## src/rtl/uart_rx_frame.sv

```systemverilog
`default_nettype none
// ============================================================================
// Module      : uart_rx_frame
// Description : RS485 receive path. Oversampled UART deserialiser
//               (start, 8 data LSB first, stop) that writes each good byte
//               into a frame buffer and closes the frame after a line-idle
//               gap, reporting length and status.
// Revision    : 1.0 - initial release
// ============================================================================
module uart_rx_frame #(
    parameter int OVS   = 4,    // clk cycles per bit time (even, >= 2)
    parameter int BYTES = 18,   // expected bytes per frame / buffer depth
    parameter int GAP   = 4     // idle bit times that terminate a frame
) (
    input  logic       clk,
    input  logic       reset,
    input  logic       rx,
    output logic       wr_en,
    output logic [4:0] wr_addr,
    output logic [7:0] wr_data,
    output logic       frame_done,
    output logic [4:0] frame_len,
    output logic       frame_ok,
    output logic       busy
);

    localparam int c_CW = (OVS > 1) ? $clog2(OVS) : 1;
    localparam int c_GW = $clog2(GAP * OVS + 1);

    localparam logic [c_CW-1:0] c_CNT_HALF = c_CW'(OVS / 2 - 1);
    localparam logic [c_CW-1:0] c_CNT_LAST = c_CW'(OVS - 1);
    localparam logic [c_GW-1:0] c_GAP_LAST = c_GW'(GAP * OVS - 1);
    // One extra bit so that a full buffer (idx == BYTES) is representable.
    localparam logic [5:0]      c_BYTES    = 6'(BYTES);

    typedef enum logic [1:0] {
        S_IDLE  = 2'd0,
        S_START = 2'd1,
        S_DATA  = 2'd2,
        S_STOP  = 2'd3
    } state_t;

    // Synchroniser
    logic            r_sync1;
    logic            r_sync2;
    logic            w_rx_s;

    // Registered state
    state_t          r_state;
    logic [c_CW-1:0] r_cnt;
    logic [2:0]      r_bit;
    logic [7:0]      r_shreg;
    logic [5:0]      r_idx;
    logic            r_err;
    logic            r_busy;
    logic [c_GW-1:0] r_gap;
    logic            r_wr_en;
    logic [4:0]      r_wr_addr;
    logic [7:0]      r_wr_data;
    logic            r_frame_done;
    logic [4:0]      r_frame_len;
    logic            r_frame_ok;

    // Next-state values
    state_t          w_state_nxt;
    logic [c_CW-1:0] w_cnt_nxt;
    logic [2:0]      w_bit_nxt;
    logic [7:0]      w_shreg_nxt;
    logic [5:0]      w_idx_nxt;
    logic            w_err_nxt;
    logic            w_busy_nxt;
    logic [c_GW-1:0] w_gap_nxt;
    logic            w_wr_en_nxt;
    logic [4:0]      w_wr_addr_nxt;
    logic [7:0]      w_wr_data_nxt;
    logic            w_frame_done_nxt;
    logic [4:0]      w_frame_len_nxt;
    logic            w_frame_ok_nxt;

    assign w_rx_s = r_sync2;

    // Two-stage synchroniser for the asynchronous line; idles high
    always_ff @(posedge clk) begin
        if (reset) begin
            r_sync1 <= 1'b1;
            r_sync2 <= 1'b1;
        end else begin
            r_sync1 <= rx;
            r_sync2 <= r_sync1;
        end
    end

    // Character FSM, byte write port and inter-frame gap timer (next state)
    always_comb begin
        w_state_nxt      = r_state;
        w_cnt_nxt        = r_cnt;
        w_bit_nxt        = r_bit;
        w_shreg_nxt      = r_shreg;
        w_idx_nxt        = r_idx;
        w_err_nxt        = r_err;
        w_busy_nxt       = r_busy;
        w_gap_nxt        = r_gap;
        w_wr_en_nxt      = 1'b0;
        w_wr_addr_nxt    = r_wr_addr;
        w_wr_data_nxt    = r_wr_data;
        w_frame_done_nxt = 1'b0;
        w_frame_len_nxt  = r_frame_len;
        w_frame_ok_nxt   = r_frame_ok;

        case (r_state)
            S_IDLE: begin
                if (!w_rx_s) begin
                    w_state_nxt = S_START;
                    w_cnt_nxt   = '0;
                end
            end

            S_START: begin
                // Half a bit in: still low means a real start bit.
                if (r_cnt == c_CNT_HALF) begin
                    if (!w_rx_s) begin
                        w_state_nxt = S_DATA;
                        w_cnt_nxt   = '0;
                        w_bit_nxt   = 3'd0;
                        w_busy_nxt  = 1'b1;
                    end else begin
                        w_state_nxt = S_IDLE;
                    end
                end else begin
                    w_cnt_nxt = r_cnt + 1'b1;
                end
            end

            S_DATA: begin
                if (r_cnt == c_CNT_LAST) begin
                    w_cnt_nxt          = '0;
                    w_shreg_nxt[r_bit] = w_rx_s;
                    w_bit_nxt          = r_bit + 3'd1;
                    if (r_bit == 3'd7) begin
                        w_state_nxt = S_STOP;
                    end
                end else begin
                    w_cnt_nxt = r_cnt + 1'b1;
                end
            end

            S_STOP: begin
                // Return to IDLE right after the stop sample so a
                // back-to-back start edge is seen on the very next cycle.
                if (r_cnt == c_CNT_LAST) begin
                    w_state_nxt = S_IDLE;
                    w_cnt_nxt   = '0;
                    if (w_rx_s && (r_idx < c_BYTES)) begin
                        w_wr_en_nxt   = 1'b1;
                        w_wr_addr_nxt = r_idx[4:0];
                        w_wr_data_nxt = r_shreg;
                        w_idx_nxt     = r_idx + 6'd1;
                    end else begin
                        // Framing error or buffer overflow: byte discarded.
                        w_err_nxt = 1'b1;
                    end
                end else begin
                    w_cnt_nxt = r_cnt + 1'b1;
                end
            end

            default: begin
                w_state_nxt = S_IDLE;
                w_cnt_nxt   = '0;
            end
        endcase

        // Gap timer: any low level restarts it; it only advances while a
        // frame is open and the receiver sits idle on a high line.
        if (!w_rx_s) begin
            w_gap_nxt = '0;
        end else if (r_busy && (r_state == S_IDLE)) begin
            if (r_gap == c_GAP_LAST) begin
                w_frame_done_nxt = 1'b1;
                w_frame_len_nxt  = r_idx[4:0];
                w_frame_ok_nxt   = (r_idx == c_BYTES) && !r_err;
                w_idx_nxt        = '0;
                w_err_nxt        = 1'b0;
                w_busy_nxt       = 1'b0;
                w_gap_nxt        = '0;
            end else begin
                w_gap_nxt = r_gap + 1'b1;
            end
        end
    end

    // State and output registers
    always_ff @(posedge clk) begin
        if (reset) begin
            r_state      <= S_IDLE;
            r_cnt        <= '0;
            r_bit        <= 3'd0;
            r_shreg      <= 8'd0;
            r_idx        <= 6'd0;
            r_err        <= 1'b0;
            r_busy       <= 1'b0;
            r_gap        <= '0;
            r_wr_en      <= 1'b0;
            r_wr_addr    <= 5'd0;
            r_wr_data    <= 8'd0;
            r_frame_done <= 1'b0;
            r_frame_len  <= 5'd0;
            r_frame_ok   <= 1'b0;
        end else begin
            r_state      <= w_state_nxt;
            r_cnt        <= w_cnt_nxt;
            r_bit        <= w_bit_nxt;
            r_shreg      <= w_shreg_nxt;
            r_idx        <= w_idx_nxt;
            r_err        <= w_err_nxt;
            r_busy       <= w_busy_nxt;
            r_gap        <= w_gap_nxt;
            r_wr_en      <= w_wr_en_nxt;
            r_wr_addr    <= w_wr_addr_nxt;
            r_wr_data    <= w_wr_data_nxt;
            r_frame_done <= w_frame_done_nxt;
            r_frame_len  <= w_frame_len_nxt;
            r_frame_ok   <= w_frame_ok_nxt;
        end
    end

    assign wr_en      = r_wr_en;
    assign wr_addr    = r_wr_addr;
    assign wr_data    = r_wr_data;
    assign frame_done = r_frame_done;
    assign frame_len  = r_frame_len;
    assign frame_ok   = r_frame_ok;
    assign busy       = r_busy;

endmodule
`default_nettype wire
```

## config.mk

```make
export PLATFORM = sky130hd
export DESIGN_NAME = uart_rx_frame
export DESIGN_NICKNAME = d
export VERILOG_FILES = /design/src/rtl/uart_rx_frame.sv
export SDC_FILE = /design/constraint.sdc
export NUM_CORES = 1
export LEC_CHECK = 0
export ABC_CLOCK_PERIOD_IN_PS = 2100
export CAP_MARGIN = 0
export CORE_MARGIN = 2
export CORE_UTILIZATION = 50
export DETAILED_ROUTE_END_ITERATION = 6
export PLACE_DENSITY = 0.83
export SKIP_LAST_GASP = 1
export SLEW_MARGIN = 40
export SYNTH_ARGS = -nofsm -noshare
export SYNTH_HDL_FRONTEND = slang
export SYNTH_SLANG_ARGS = --single-unit
```

## constraint.sdc

```tcl
create_clock -name clk -period 2.1 [get_ports clk]
set_input_delay 0.315 -clock clk [delete_from_list [all_inputs] [get_ports clk]]
set_output_delay 0.315 -clock clk [all_outputs]
set_load 0.02 [all_outputs]
```

==> metrics.md, run 1 <==
| Metric | Value |
|---|---|
| Inserted Clock Buffers | 5 |
| Vias in the first global route | 1,460 |
| R2R setup slack | between 0.15 and 0.2 ns |
| Core Region | roughly 0.0040 mm^2 |
| IO Port Bufs | 24 |
| Power density over the cells | about 640 mW/mm^2 |
| Remaining DRCs | 0 |
| DRT Pass-1 Iters | 4 |
| Cell area after synthesis | 0.002095 mm^2 |
| Commonest non-fill, non-tap cell in the layout | dfxtp_1 |
| ANT cells | 0 |
| Status | finished clean |
| FF-to-FF path depth | 5 |
| WL per Instance | 12.60 um |
| Most frequent cells in the layout | 51 x dfxtp_1, 35 x nand2_1, 27 x nor2_1 |
| Worst-path clk slew | 0.09 ns |
| TritonCTS clock tree | done |
| CTS sink count | 51 |
| Root Driver | clkbuf_8 |
| Net Count, Synth | between 200 and 250 |
| Via count | around 1,600 |
| Clk buf depth | 2 |
| VDD IR max | roughly 0.32 mV |
| RSZ-0062 raised after global routing | false |
| Worst-margin pin slew | 0.6349 ns |
| GR Util All Layers | 18.43% |
| Area grow syn2layout | 17.74% |
| H-tree depth | 2 |
| Pin count of the biggest net entering global routing | 32 |
| Max Clk Rate | ~520 MHz |
| Cell Count, Final, Fillers Out | between 200 and 300 |
| Layout cells sized above 1 | about a tenth |
| Die area | ~0.0047 mm^2 |
| Drt via density | 5.375 |
| CP endpoint kind | register |
| Max-Cap Viols | 0 |
| DRT antenna net count | 0 |
| Hold EP | r_sync2 |
| Worst skew pair latency | about 0.3 ns |
| Seq/Total Area, Yosys | 48.75% |
| Initial antenna violation count | 0 |
| Hold crit path type | register to register |
| Kind of critical path | register to register |
| Die W | slightly below 70 um |
| Setup bufs post-CTS | 0 |
| Nets | 258 |
| Yosys reg bits | 51 |
| Fillers | ~350 |
| WP data required | 2.28 ns |
| First-pass GRT wire length | approximately 6500 um |
| Synth cell types | 45 |
| Rel. slew slack | around 57% |
| Final period utilization | 90.74% |
| Clk_skew | 0.006192 ns |
| Power, Total | ~1.6 mW |
| Worst Hold Launch | r_sync1 |
| Placed Instances | between 200 and 300 |
| CP arrival | between 2 and 2.5 ns |
| Initial Utilization | 51.99% |
| Die H | approximately 69 um |
| Final hold vios | 0 |
| Ys Warns | 0 |
| Hold_buf cts | 0 |
| Crit path max fanout | 14 |
| RR Startpoint | r_cnt[0] |
| Final Wtd Congestion | about 0.77 |
| Total wire length | approximately 3800 um |
| Post-synth ARST share | 0% |
| Reg-to-Reg End | wr_data[2] |
| Pins Over Slew Limit | 0 |
| Setup_tns | 0 ns |
| Num ports | 25 |
| Leak | roughly 0.91 nW |
| Placed wire-length estimate | 2718 um |
| Post-synth EDFFs | 0 |
| Hold Path Depth | 1 |
| Avg Cell Area, Syn | approximately 9 um^2 |
| Startpoint Class | register |
| Final setup viols | 0 |
| Row cnt | 23 |
| Post-cts resize count | 0 |
| Final min period | approximately 1.9 ns |
| Top_reg_cell synth | dfxtp_1 |
| Cells after Synth | roughly 230 |
| Grt total ovfl | 0 |
| Initial drt markers | 80 |
## critical path, stage by stage (launching register included)
cell and delay, ns:
dfxtp_1 0.40, ha_1 0.28, nand3_1 0.25, or3_1 0.63, nand2_1 0.15, a21oi_1 0.08
## flip-flops by register name, indices dropped and copies added, names as in the netlist, named ones only
register and count:
r_sync2 1, r_sync1 1, wr_addr 5, r_shreg 8, r_bit 3, r_cnt 2
r_err 1, wr_data 8, r_idx 6, busy 1, r_gap 5, frame_len 5
frame_ok 1, frame_done 1, r_state 1, wr_en 1
## where the power goes
| part | switching [mW] | leakage (nW) | internal, mW |
|---|---|---|---|
| clock | 0.313 | 0.0483 | 0.235 |
| sequential | 0.00586 | 0.411 | 0.971 |
| combinational | 0.0256 | 0.455 | 0.0201 |
| total | 0.345 | 0.915 | 1.23 |
## per-stage QoR
step / utilization (%) / hold WS, ns / worst slack, ns / area, um^2
finish: 61.21 / 0.4243 / 0.1945 / 2466
global route: 61.21 / 0.4405 / 0.04535 / 2466
CTS: 61.21 / 0.4327 / 0.1645 / 2466
detailed placement: 59.04 / 0.4067 / 0.1939 / 2379
global placement: 59.04 / 0.4015 / 0.2788 / 2379
floorplan: - / 0.3895 / 0.3977 / 2095
## how the worst max path moves through the flow
stage / from / end / slack, ns
after floorplan: r_cnt[0] / wr_addr[4] / 0.40
after global placement: r_cnt[0] / wr_data[2] / 0.28
after detailed placement: r_cnt[0] / wr_addr[1] / 0.19
after CTS: r_cnt[0] / wr_data[2] / 0.16
after global routing: r_cnt[0] / wr_data[2] / 0.05
final: r_cnt[0] / wr_data[2] / 0.19
## cell type report
type                    instances  area (um^2)  area share (%)
multi-input cells             157        985.9           39.98
repair buffers                 30        297.8           12.08
clock buffers                   5        68.82           2.790
clock inverters                 3        18.77          0.7610
flip-flops and latches         51         1021           41.40
well taps                      50        62.56           2.537
inverters                       3        11.26          0.4566
## kinds of logic (layout without fill, tap and decap cells)
family	Yosys count	count (layout)	synth area share, %
and+or+nand+nor	100	100	25.21
xor gates and xnor gates	4	4	1.673
AOI/OAI and AO/OA	39	39	12.07
adders and majority gates	7	7	4.181
buffers and inverters	18	41	4.181
DFF	51	51	48.75
muxes	7	7	3.943
## synthesized netlist by cell type (all sizes together), types with 2 or more instances
master	instances	area share, %
dfxtp	51	49
nand2	35	6.3
nor2	27	4.8
a21oi	20	4.8
clkbuf	11	2.0
ha	7	4.2
a22o	6	2.5
mux2i	6	2.9
nand3b	6	2.2
nor3	5	1.7
buf	4	1.7
nand3	4	0.96
nand4b	4	1.7
o21ai	4	0.96
inv	3	0.54
nand2b	3	0.90
xnor2	3	1.3
a31oi	2	0.60
nor3b	2	0.96
or2	2	0.60
## layer usage
layer	global-route usage, %	vias to the layer above	part of all wire (%)
met5	0	-	0
li1	-	823	-
met1	21.84	756	46
met3	4.383	6	2.8
met4	7.353	0	1.6
met2	31.97	22	49
(Power assumes the default switching activity.)
==> run 2, diff against run 1 <==
ABC_CLOCK_PERIOD_IN_PS = 2450   (was 2100)
DONT_BUFFER_PORTS = 1   (was not set)
PLACE_DENSITY = 0.75   (was 0.83)
clock period = 2.45 ns   (was 2.1 ns; I/O delays follow)
==> run 2 against run 1 <==
Routed wire length down 5.8%. Cell area down 12%. Clock skew up 0.0066 ns. Flip-flop and latch count unchanged. Core utilization down 7.1 points. Die area unchanged. First-iteration DRC count down 31%. Power down 13%. Setup slack better by 0.36 ns.
==> metrics.md, run 2 (synthesized netlist as in run 1, its figures left out) <==
| Metric | Value |
|---|---|
| Met2 routed WL | 1636 um (-12%) |
| Hold crit path type | input port to register |
| GR Util All Layers | 16.07% (-2.4 points) |
| Setup bufs post-CTS | 0 (unchanged) |
| Worst-margin pin slew | 0.7016 ns (+0.06668 ns) |
| Area grow syn2layout | 4.002% |
| Hold_buf cts | 0 (unchanged) |
| Status | finished clean |
| Inserted Clock Buffers | 5 (unchanged) |
| Final hold vios | 0 (unchanged) |
| Worst-path clk slew | 0.10 ns (about the same) |
| Grt total ovfl | 0 (unchanged) |
| Row cnt | 23 (unchanged) |
| TritonCTS clock tree | done |
| CP endpoint kind | register |
| Die area | 0.004722 mm^2 (unchanged) |
| Startpoint Class | register |
| Placed wire-length estimate | 2445 um (-10%) |
| Max-Cap Viols | 0 (unchanged) |
| Layout cells sized above 1 | 8.219% (-1.4 points) |
| Post-cts resize count | 0 (unchanged) |
| Sw power | 310.1 uW (-10%) |
| IO Port Bufs | 0 (-100%) |
| Die H | 68.72 um (unchanged) |
| Final setup viols | 0 (unchanged) |
| CTS sink count | 51 (unchanged) |
| VDD IR max | 0.3483 mV (+8.9%) |
| Initial Utilization | 51.99% (unchanged) |
| Commonest non-fill, non-tap cell in the layout | dfxtp_1 |
| Root Driver | clkbuf_8 |
| Kind of critical path | register to register |
| Max Clk Rate | 528.5 MHz (+0.71%) |
| DRT antenna net count | 0 (unchanged) |
| Placed Area | 0.002081 mm^2 (-13%) |
| R2R setup slack | 0.56 ns (+0.36 ns) |
| WL per Instance | 13.18 um (+4.7%) |
| Final Wtd Congestion | 0.7809 (+1.8%) |
| WP data required | 2.68 ns (+0.40 ns) |
| Total wire length | 3546 um (-5.8%) |
| Drt via density | 5.498 (+2.3%) |
| Num ports | 25 (unchanged) |
| Routed met1 length | 1790 um (+3.1%) |
| Die W | 68.72 um (unchanged) |
| DRT Pass-1 Iters | 4 (unchanged) |
| H-tree depth | 2 (unchanged) |
| Clk buf depth | 2 (unchanged) |
| Clk pwr share | 36.8% (+1.9 points) |
| Pin count of the biggest net entering global routing | 35 (+9.4%) |
| Clk_skew | 0.01283 ns (+0.006640 ns) |
| CP arrival | 2.12 ns (+0.03 ns) |
| Final min period | 1.892 ns (-0.01351 ns) |
| Internal Pwr Total | 1.056 mW (-14%) |
| Crit-path cells | ha_1, nand3_1, nor3_4, nor2_1, a211oi_1 |
| Rel. slew slack | 53.01% (-4.5 points) |
| Sw frac | 22.71% (+0.75 points) |
| Final period utilization | 77.22% (-14 points) |
| Max incr delay on CP | 0.61 ns (-0.02 ns) |
| Combinational group share of total power | 1.8% (-1.1 points) |
| Fillers | 362 (+4.3%) |
| Initial drt markers | 55 (-31%) |
| Initial antenna violation count | 0 (unchanged) |
| ANT cells | 0 (unchanged) |
| Pins Over Slew Limit | 0 (unchanged) |
| Leak | 0.8015 nW (-12%) |
| Post-Route Utilization | 54.07% (-7.1 points) |
| First-pass GRT wire length | 5727 um (-12%) |
| Nets | 228 (-12%) |
| Power density over the cells | 626.9 mW/mm^2 (-1.5%) |
| Critical-path top delay cell | nor3_4 |
| Routed length on met3 | 98 um (-7.5%) |
| Setup_tns | 0 ns (unchanged) |
| Vias in the first global route | 1,280 (-12%) |
| Top Layer Used | met4 |
| Most frequent cells in the layout | 51 x dfxtp_1, 35 x nand2_1, 27 x nor2_1 |
| Crit path max fanout | 16 (+2) |
| Fin area | 0.002178 mm^2 (-12%) |
| RSZ-0062 raised after global routing | false |
| Core Region | 0.004029 mm^2 (unchanged) |
| Remaining DRCs | 0 (unchanged) |
| Sequential share of power | 61.4% (-0.8 points) |
| Worst skew pair latency | 0.30 ns (about the same) |
| Via count | 1,479 (-8.0%) |
run 2: cell types whose count changed in the layout (fill, tap and decap cells not counted), sizes merged:
cell / previous run / this run
buf: 6 / 0
clkdlybuf4s50: 24 / 0
run 2: metrics by stage:
stage                     hold WS [ns]  instances  worst slack, ns  total power, mW
after floorplan                 0.3895        226           0.7477           0.8841
after global placement          0.3914        261           0.6244           0.8813
after detailed placement        0.3938        261           0.5380           0.8821
after CTS                       0.1202        269           0.5107            1.374
after global routing            0.1020        269           0.2991            1.412
final                           0.1235        269           0.5580            1.366
run 2: layer usage:
metal | up-vias | track usage, %
met3 | 4 | 3.896
met5 | - | 0
met1 | 696 | 21.03
met2 | 19 | 26.44
li1 | 760 | -
met4 | 0 | 4.412
run 2: layout make-up:
| type | instances | area [um^2] | share of cell area (%) |
|---|---|---|---|
| Sequential cell | 51 | 1021 | 46.87 |
| Clock inverter | 3 | 28.78 | 1.321 |
| Clock buffer | 5 | 68.82 | 3.159 |
| Multi-Input combinational cell | 157 | 985.9 | 45.26 |
| Tap cell | 50 | 62.56 | 2.872 |
| Inverter | 3 | 11.26 | 0.5169 |
run 2: power groups by stage:
stage               registers (mW)  clock network (mW)  logic [mW]
floorplan                    0.854                   0      0.0306
global placement             0.858                   0      0.0235
detailed placement           0.858                   0      0.0243
CTS                          0.839               0.511      0.0244
global route                 0.840               0.546      0.0266
finish                       0.838               0.503      0.0243
run 2: final timing paths:
check,from,end,cells past startpoint
max,r_cnt[0],r_idx[1],5
min,reset,r_state[0],1
max reg2reg,r_cnt[0],r_idx[1],5
min reg2reg,r_sync1,r_sync2,1
run 2: worst max-delay path: cells and delay by family (launching register included):
family	cells	cell delay, ns
AND/OR/NAND/NOR	3	0.95
adder cells (fa/ha/maj)	1	0.28
AO/OA/AOI/OAI	1	0.18
flip-flops	1	0.41
==> run 3, diff against run 2 <==
ABC_CLOCK_PERIOD_IN_PS = 1600   (was 2450)
PLACE_DENSITY = 0.78   (was 0.75)
clock period = 1.6 ns   (was 2.45 ns; I/O delays follow)
==> run 3 against run 2 <==
Routed wire length increased by 15%. Setup slack worse by 0.46 ns. Register-to-register slack lost 0.46 ns. Flip-flop and latch count is the same. Count of clock-buffer cells in the layout is 1 higher. Combinational power increased to 3.0 times the previous value. Power increased by 61%. Sequential power grew 53%. Clock power grew 69%.
==> metrics.md, run 3 (synthesized netlist as in run 1, its figures left out) <==
| Metric | Value |
|---|---|
| Grt total ovfl | 0 (unchanged) |
| Final hold vios | 0 (unchanged) |
| Power density over the cells | 923.6 mW/mm^2 (+47%) |
| Die W | 68.72 um (unchanged) |
| Rel. slew slack | 67.71% (+15 points) |
| Kind of critical path | register to register |
| Initial drt markers | 80 (+45%) |
| DRT Pass-1 Iters | 4 (unchanged) |
| Layout cells sized above 1 | 16.81% (+8.6 points) |
| Multi-input gate area | 0.001023 mm^2 (+3.8%) |
| Final worst setup slack | 0.1006 ns (-0.4574 ns) |
| Status | finished clean |
| Vias in the first global route | 1,473 (+15%) |
| Nets | 248 (+8.8%) |
| Max Clk Rate | 666.9 MHz (+26%) |
| Initial antenna violation count | 0 (unchanged) |
| CP endpoint kind | register |
| Final min period | 1.499 ns (-0.3926 ns) |
| Die area | 0.004722 mm^2 (unchanged) |
| Max-Cap Viols | 0 (unchanged) |
| Drt via density | 5.618 (+2.2%) |
| Fillers | 348 (-3.9%) |
| Initial Utilization | 51.99% (unchanged) |
| CP arrival | 1.68 ns (-0.44 ns) |
| Most frequent cells in the layout | 50 x dfxtp_1, 35 x nand2_1, 27 x nor2_1 |
| Pins Over Slew Limit | 0 (unchanged) |
| Row cnt | 23 (unchanged) |
| VDD IR max | 0.4445 mV (+28%) |
| Hold Path Depth | 1 (unchanged) |
| Crit-path cells | ha_4, nand3_2, or3_4, nand2_1, a21oi_1 |
| Worst hold slack | 0.02026 ns (-0.1032 ns) |
| FF-to-FF path depth | 5 (unchanged) |
| Clk_skew | 0.007804 ns (-0.005028 ns) |
| Worst-margin pin slew | 0.4827 ns (-0.2189 ns) |
| WL per Instance | 14.21 um (+7.8%) |
| Placed wire-length estimate | 2669 um (+9.2%) |
| Root Driver | clkbuf_8 |
| Leak | 0.9034 nW (+13%) |
| Worst Hold Launch | reset |
| Placed Area | 0.002220 mm^2 (+6.7%) |
| Hold crit path type | input port to register |
| Area grow syn2layout | 13.74% |
| Die H | 68.72 um (unchanged) |
| Clk buf depth | 2 (unchanged) |
| Total wire length | 4093 um (+15%) |
| Via count | 1,618 (+9.4%) |
| Remaining DRCs | 0 (unchanged) |
| Core Region | 0.004029 mm^2 (unchanged) |
| Startpoint Class | register |
| Register area | 0.001022 mm^2 (+0.12%) |
| Power, Total | 2.200 mW (+61%) |
| Final setup viols | 0 (unchanged) |
| First-pass GRT wire length | 6327 um (+10%) |
| Commonest non-fill, non-tap cell in the layout | dfxtp_1 |
| R2R setup slack | 0.10 ns (-0.46 ns) |
| Max incr delay on CP | 0.49 ns (-0.12 ns) |
| DRT antenna net count | 0 (unchanged) |
| Pin count of the biggest net entering global routing | 18 (-49%) |
| Fin area | 0.002382 mm^2 (+9.4%) |
| Crit path max fanout | 14 (-2) |
| H-tree depth | 2 (unchanged) |
| TritonCTS clock tree | done |
| Dpl ws | -0.04308 ns (-0.5811 ns) |
| Final period utilization | 93.71% (+16 points) |
| IO Port Bufs | 0 (unchanged) |
| ANT cells | 0 (unchanged) |
| RR Startpoint | r_cnt[1] |
| WP data required | 1.78 ns (-0.90 ns) |
| CTS sink count | 51 (unchanged) |
| Inserted Clock Buffers | 5 (unchanged) |
| Reg-to-Reg End | wr_addr[1] |
| GR Util All Layers | 18.00% (+1.9 points) |
| Num ports | 25 (unchanged) |
| Critical-path top delay cell | or3_4 |
| Final Wtd Congestion | 0.7466 (-4.4%) |
| Worst-path clk slew | 0.09 ns (about the same) |
| Worst skew pair latency | 0.30 ns (about the same) |
==> run 3: critical path: cells and delay by family, from the launching register on <==
family	cells	cell delay (ns)
AO/OA/AOI/OAI	1	0.07
AND/OR/NAND/NOR	3	0.74
flip-flops	1	0.41
adder cells (fa/ha/maj)	1	0.17
==> run 3: metal layers <==
layer / wire [um] / up-vias / global-route usage (%)
met4: 38 / 0 / 4.412
li1: - / 800 / -
met2: 2058 / 35 / 31.97
met5: 0 / - / 0
met1: 1842 / 778 / 21.49
met3: 154 / 5 / 4.870
==> run 3: worst max path at each step <==
stage	to	depth (start not counted)	slack, ns	start
floorplan	wr_addr[4]	7	0.02	r_idx[2]
global placement	wr_data[0]	5	-0.01	r_cnt[1]
detailed placement	wr_addr[1]	5	-0.04	r_cnt[1]
CTS	r_shreg[2]	6	0.07	r_cnt[1]
global route	r_bit[0]	6	-0.009	r_cnt[0]
finish	wr_addr[1]	5	0.10	r_cnt[1]
==> run 3: repair_timing <==
item                                    CTS  global route
hold buffers                              3             1
endpoints found under the hold margin    11             4
buffers inserted                          0             0
endpoints found under the setup margin   21             5
resized for setup                         2             3
==> run 3: final cells by class <==
| cell class | instances | share of cell area [%] |
|---|---|---|
| Clock buffer | 6 | 3.046 |
| Clock inverter | 1 | 1.261 |
| Inverter | 3 | 0.4727 |
| Multi-Input combinational cell | 157 | 42.96 |
| Sequential cell | 51 | 42.91 |
| Tap cell | 50 | 2.626 |
| Timing Repair Buffer | 20 | 6.723 |
==> run 3: power by group <==
group          leakage (nW)  total, mW  internal [mW]  switching (mW)
Sequential            0.412       1.28           1.27         0.00628
Clock                0.0513      0.849          0.459           0.390
Combinational         0.440     0.0718         0.0322          0.0395
==> run 3: metrics by stage <==
stage,std cells,utilization [%],TNS [ns]
2_1_floorplan,226,-,0
3_3_place_gp,277,55.09,-0.1253
3_5_place_dp,277,55.09,-0.5522
4_1_cts,287,58.66,0
5_1_grt,288,59.13,-0.008507
6_report,288,59.13,0
